[src/rtl/round_choice_encoder.sv]
// round_choice_encoder: collects both players' button actions during a timed window,
// locks them, applies ammo rules and presents stable one-hot choices.
module round_choice_encoder #(
    parameter int ROUND_CYCLES = 300_000_000,
    parameter int CNT_W        = 29,
    parameter int MAX_AMMO     = 3,
    parameter int INIT_AMMO    = 1,
    parameter int AMMO_W       = 2
) (
    input  logic              clk,
    input  logic              rst_n,
    input  logic              start_round,
    input  logic [2:0]        p1_btn,
    input  logic [2:0]        p2_btn,
    output logic [3:0]        p1_choice,
    output logic [3:0]        p2_choice,
    output logic              choices_valid,
    output logic              round_active,
    output logic [CNT_W-1:0]  time_left,
    output logic              p1_locked,
    output logic              p2_locked,
    output logic [AMMO_W-1:0] p1_ammo,
    output logic [AMMO_W-1:0] p2_ammo
);

    typedef enum logic [1:0] {IDLE, COLLECT, PRESENT} state_t;
    typedef enum logic [1:0] {ACT_NONE, ACT_RELOAD, ACT_SHOOT, ACT_BLOCK} act_t;

    localparam logic [CNT_W-1:0]  CNT_LOAD  = CNT_W'(ROUND_CYCLES - 1);
    localparam logic [AMMO_W-1:0] AMMO_MAX  = AMMO_W'(MAX_AMMO);
    localparam logic [AMMO_W-1:0] AMMO_INIT = AMMO_W'(INIT_AMMO);

    localparam logic [3:0] CH_RELOAD = 4'b1000;
    localparam logic [3:0] CH_SHOOT  = 4'b0100;
    localparam logic [3:0] CH_IDLE   = 4'b0010;
    localparam logic [3:0] CH_BLOCK  = 4'b0001;

    state_t state;
    act_t   p1_act, p2_act;
    act_t   p1_act_nxt, p2_act_nxt;
    logic   round_done;
    logic [3:0]        p1_choice_nxt, p2_choice_nxt;
    logic [AMMO_W-1:0] p1_ammo_nxt, p2_ammo_nxt;

    // Simultaneous presses resolve as shoot > block > reload.
    function automatic act_t decode_btn(input logic [2:0] btn);
        return btn[1] ? ACT_SHOOT : btn[0] ? ACT_BLOCK : btn[2] ? ACT_RELOAD : ACT_NONE;
    endfunction

    // A shot with an empty magazine degrades to idle.
    function automatic logic [3:0] encode_choice(input act_t act, input logic [AMMO_W-1:0] ammo);
        return act == ACT_RELOAD ? CH_RELOAD :
               act == ACT_BLOCK  ? CH_BLOCK  :
               (act == ACT_SHOOT && ammo != '0) ? CH_SHOOT : CH_IDLE;
    endfunction

    function automatic logic [AMMO_W-1:0] update_ammo(input act_t act, input logic [AMMO_W-1:0] ammo);
        return (act == ACT_SHOOT && ammo != '0) ? ammo - AMMO_W'(1) :
               (act == ACT_RELOAD && ammo != AMMO_MAX) ? ammo + AMMO_W'(1) : ammo;
    endfunction

    // Resolve this edge's actions (a press on the closing edge still counts) and their effects.
    always_comb begin
        p1_act_nxt    = (!p1_locked && |p1_btn) ? decode_btn(p1_btn) : p1_act;
        p2_act_nxt    = (!p2_locked && |p2_btn) ? decode_btn(p2_btn) : p2_act;
        round_done    = (p1_locked && p2_locked) || time_left == '0;
        p1_choice_nxt = encode_choice(p1_act_nxt, p1_ammo);
        p2_choice_nxt = encode_choice(p2_act_nxt, p2_ammo);
        p1_ammo_nxt   = update_ammo(p1_act_nxt, p1_ammo);
        p2_ammo_nxt   = update_ammo(p2_act_nxt, p2_ammo);
    end

    // Round FSM with all outputs registered; ammo only moves on the COLLECT->PRESENT edge.
    always_ff @(posedge clk or negedge rst_n) begin
        if (!rst_n) begin
            state         <= IDLE;
            p1_act        <= ACT_NONE;
            p2_act        <= ACT_NONE;
            p1_choice     <= '0;
            p2_choice     <= '0;
            choices_valid <= 1'b0;
            round_active  <= 1'b0;
            time_left     <= '0;
            p1_locked     <= 1'b0;
            p2_locked     <= 1'b0;
            p1_ammo       <= AMMO_INIT;
            p2_ammo       <= AMMO_INIT;
        end else begin
            case (state)
                COLLECT: begin
                    p1_act    <= p1_act_nxt;
                    p2_act    <= p2_act_nxt;
                    p1_locked <= p1_locked | (|p1_btn);
                    p2_locked <= p2_locked | (|p2_btn);
                    time_left <= time_left == '0 ? '0 : time_left - CNT_W'(1);
                    if (round_done) begin
                        state         <= PRESENT;
                        p1_choice     <= p1_choice_nxt;
                        p2_choice     <= p2_choice_nxt;
                        p1_ammo       <= p1_ammo_nxt;
                        p2_ammo       <= p2_ammo_nxt;
                        choices_valid <= 1'b1;
                        round_active  <= 1'b0;
                    end
                end
                default: begin
                    if (start_round) begin
                        state         <= COLLECT;
                        p1_act        <= ACT_NONE;
                        p2_act        <= ACT_NONE;
                        p1_choice     <= '0;
                        p2_choice     <= '0;
                        choices_valid <= 1'b0;
                        round_active  <= 1'b1;
                        time_left     <= CNT_LOAD;
                        p1_locked     <= 1'b0;
                        p2_locked     <= 1'b0;
                    end
                end
            endcase
        end
    end

endmodule

[config.mk]
export PLATFORM = sky130hd
export DESIGN_NAME = round_choice_encoder
export DESIGN_NICKNAME = d
export VERILOG_FILES = /design/src/rtl/round_choice_encoder.sv
export SDC_FILE = /design/constraint.sdc
export NUM_CORES = 1
export LEC_CHECK = 0
export BUFFER_PORTS_ARGS = -buffer_cell sky130_fd_sc_hd__buf_2
export CAP_MARGIN = 10
export CORE_ASPECT_RATIO = 1.1
export CORE_MARGIN = 4
export CORE_UTILIZATION = 45
export DETAILED_ROUTE_END_ITERATION = 6
export GPL_TIMING_DRIVEN = 0
export PLACE_DENSITY = 0.68
export SYNTH_ARGS = -nofsm -noshare
export SYNTH_HDL_FRONTEND = slang
export SYNTH_SLANG_ARGS = --single-unit
export TNS_END_PERCENT = 20
[constraint.sdc]
create_clock -name clk -period 4.1 [get_ports clk]
set_input_delay 1.23 -clock clk [delete_from_list [all_inputs] [get_ports clk]]
set_output_delay 1.23 -clock clk [all_outputs]
set_load 0.005 [all_outputs]
==> summary.txt <==
outcome - completed
met1 Use GR - 26.79%
vias in the first global route - 2401
Setup violations, final - 0
CP required - 4.29 ns
ANT nets after route - 0
Critical Path Start Type - flop
slowest CP cell - o31ai_2
initial core utilization - 47.56%
fraction of met2 tracks used by global routing - 34.73%
Slew HR - 49.16%
DP Worst Slack - 1.333 ns
Util after Layout - 56.01%
Mapped Area - 0.002633 mm2
pin count of the biggest net entering global routing - 50
Iteration-0 DRC Markers - 154
post-route clock period utilization - 68.19%
Synth Register Bits - 49
switching pwr - 0.7870 mW
Max clock buf depth - 2
setup ws final - 1.304 ns
Cells after Synth - 293
CTS root buf - clkbuf_8
fin. max-slew vios - 0
PortBufs - 52
GR Layer Usage met3 - 3.666%
crit-path max cell delay - 0.65 ns
CP top delay family - simple AND/OR/NAND/NOR gates
Num CTS Buffers - 5
HP Class - reg2reg
Inst Count DP - 420
RSZ-0062 raised after global routing - false
Vias/cell - 5.879
Layout Skew - 0.009285 ns
first-pass GRT wire length - 11.48 mm
DRC Markers - 0
Clock Latency Late Sink - 0.31 ns
share of cells above drive strength 1 - 21.47%
hpwl dp - 4.892 mm
post-cts resize count - 0
Filler cells - 549
Worst Path Buf+Inv - 1
chip width - 80.93 um
P_leak - 1.302 nW
internal power - 1.035 mW
crit path time final - 2.796 ns
Finished Layout Cells - 429
TritonCTS clock tree - yes
Final TNS setup - 0 ns
combinational power share - 42.8%
Clk network pwr share - 16.5%
Die Y - 88.22 um
DR vias - 2522
ys flop type - dfrtp_1
synthesized area per cell - 8.985 um2
Layout Nets - 363
die area - 0.007139 mm2
CP Cell Sequence - or4_4 > or4_4 > buf_6 > o31ai_2 > a21oi_1 > o21ai_0 > o21ai_0
Rows - 28
antenna violations before repair - 0
PwrDens - 587.6 mW/mm2
critical path arrival - 2.99 ns
IO Count - 54
library cells used by synthesis - 47
crit end category - flop
Synth warnings - 0
H-tree level count - 2
final hold vios - 0
Post-Syn Nets - 303
Detailed Route WL - 6.825 mm
register share of total power - 40.7%
Max Cap Violations - 0
grt total ovfl - 0
fmax - 0.3577 GHz
Final GP Congestion - 0.8088
WL per Instance - 15.91 um
GRT Total Usage - 20.62%
Post-CTS Setup Bufs - 0
DRT Pass-1 Iters - 4
clk sinks - 49
Worst-Margin Slew - 0.7580 ns
Sw Share - 43.20%
register area share after synthesis - 46.67%
critical path fanouts, max - 10
Async SR Flop Fraction - 100.0%
P&R area growth vs syn - 17.78%
peak supply drop - 0.0002662 V
Core Area - 0.005535 mm2
critical path class - reg2reg
gr busiest metal - met2
Post-synth EDFFs - 0
Ant. Diodes - 0
clk slew on worst S/H paths - 0.10 ns
number of hold buffers added after cts - 0
per-stage QoR:
step | hold WS (ns) | cell area (um2) | total power, mW
floorplan | 0.4726 | 2633 | 1.238
global placement | 0.4534 | 2987 | 1.511
detailed placement | 0.4619 | 2987 | 1.531
CTS | 0.4852 | 3080 | 1.833
global route | 0.5075 | 3100 | 1.969
finish | 0.4801 | 3100 | 1.822
placed cells by master, fill, tap and decap left out, types with 4 or more instances in the layout:
cell type	instances
o21ai_0	35
nor4_1	9
clkbuf_1	8
nand2_1	22
dfrtp_1	47
nor2b_1	5
or4_1	4
a21oi_1	20
nor2_1	39
nor3_1	9
a31oi_1	7
buf_2	52
clkbuf_8	5
inv_1	9
nand3_1	7
a211oi_1	12
o31ai_1	6
power groups by stage:
stage | sequential, mW | clock, mW | combinational (mW)
floorplan | 0.735 | 0 | 0.503
global placement | 0.743 | 0 | 0.769
detailed placement | 0.750 | 0 | 0.781
CTS | 0.740 | 0.309 | 0.785
global route | 0.764 | 0.330 | 0.876
finish | 0.741 | 0.301 | 0.780
final timing paths:
check                              from  depth (start not counted)             to  slack [ns]
setup / recovery           time_left[9]                          7  time_left[20]        1.30
hold / removal             p1_choice[0]                          2   p1_choice[0]        0.48
setup reg to reg           time_left[9]                          7  time_left[20]        1.30
hold reg to reg            p1_choice[0]                          2   p1_choice[0]        0.48
max in group asynchronous         rst_n                          2     p1_ammo[0]        2.70
min in group asynchronous         rst_n                          1      p1_act[0]        0.84
layout make-up:
class / instances / area (um2) / share of cell area, %
inverter: 9 / 33.78 / 1.090
tap: 75 / 93.84 / 3.027
multi-input combinational: 224 / 1316 / 42.45
clock inverter: 3 / 25.02 / 0.8071
timing repair buffer: 53 / 280.3 / 9.040
clock buffer: 5 / 68.82 / 2.220
sequential: 49 / 1229 / 39.63
buffer: 11 / 53.80 / 1.735
cell usage after synthesis, types with 3 or more instances:
cell type	n	area share (%)
dfrtp_1	47	45
nor2_1	39	5.6
o21ai_0	35	6.7
nand2_1	22	3.1
a21oi_1	20	3.8
a211oi_1	12	3.4
inv_1	9	1.3
nor3_1	9	1.7
nor4_1	9	2.1
clkbuf_1	8	1.1
a31oi_1	7	1.7
nand3_1	7	1.3
o31ai_1	6	1.7
nor2b_1	5	1.2
or4_1	4	1.1
a21o_1	3	0.86
a32o_1	3	1.1
nand3b_1	3	0.86
nand4_1	3	0.71
o21a_1	3	0.86
or2_2	3	0.71
state kept, by name, indices dropped and copies added, names as in the netlist:
signal,count
p1_ammo,2
p2_ammo,2
p1_locked,1
choices_valid,1
p2_locked,1
p2_act,2
p1_act,2
p1_choice,4
state,1
p2_choice,4
time_left,29
kinds of logic (layout without fill, tap and decap cells):
logic type      count (synthesis)  in the layout  synth area share, %
compound gates                102            102                24.76
fa+ha+maj                       1              1               0.4752
buf+inv                        20             81                3.327
flops                          49             49                46.67
mux                             2              2               0.7605
simple gates                  119            119                24.00
worst reg2reg max path, delay by kind of cell (launching register included):
kind | cells | cell delay, ns
and+or+nand+nor | 2 | 1.04
AOI/OAI and AO/OA | 4 | 1.02
DFF | 1 | 0.46
buffers and inverters | 1 | 0.16
layer usage:
layer | share of wire, % | vias to the layer above
met3 | 4.6 | 12
met5 | 0 | -
li1 | - | 1209
met2 | 48 | 76
met4 | 1.7 | 0
met1 | 45 | 1225
Note: power is estimated with default switching activity, not from simulation.
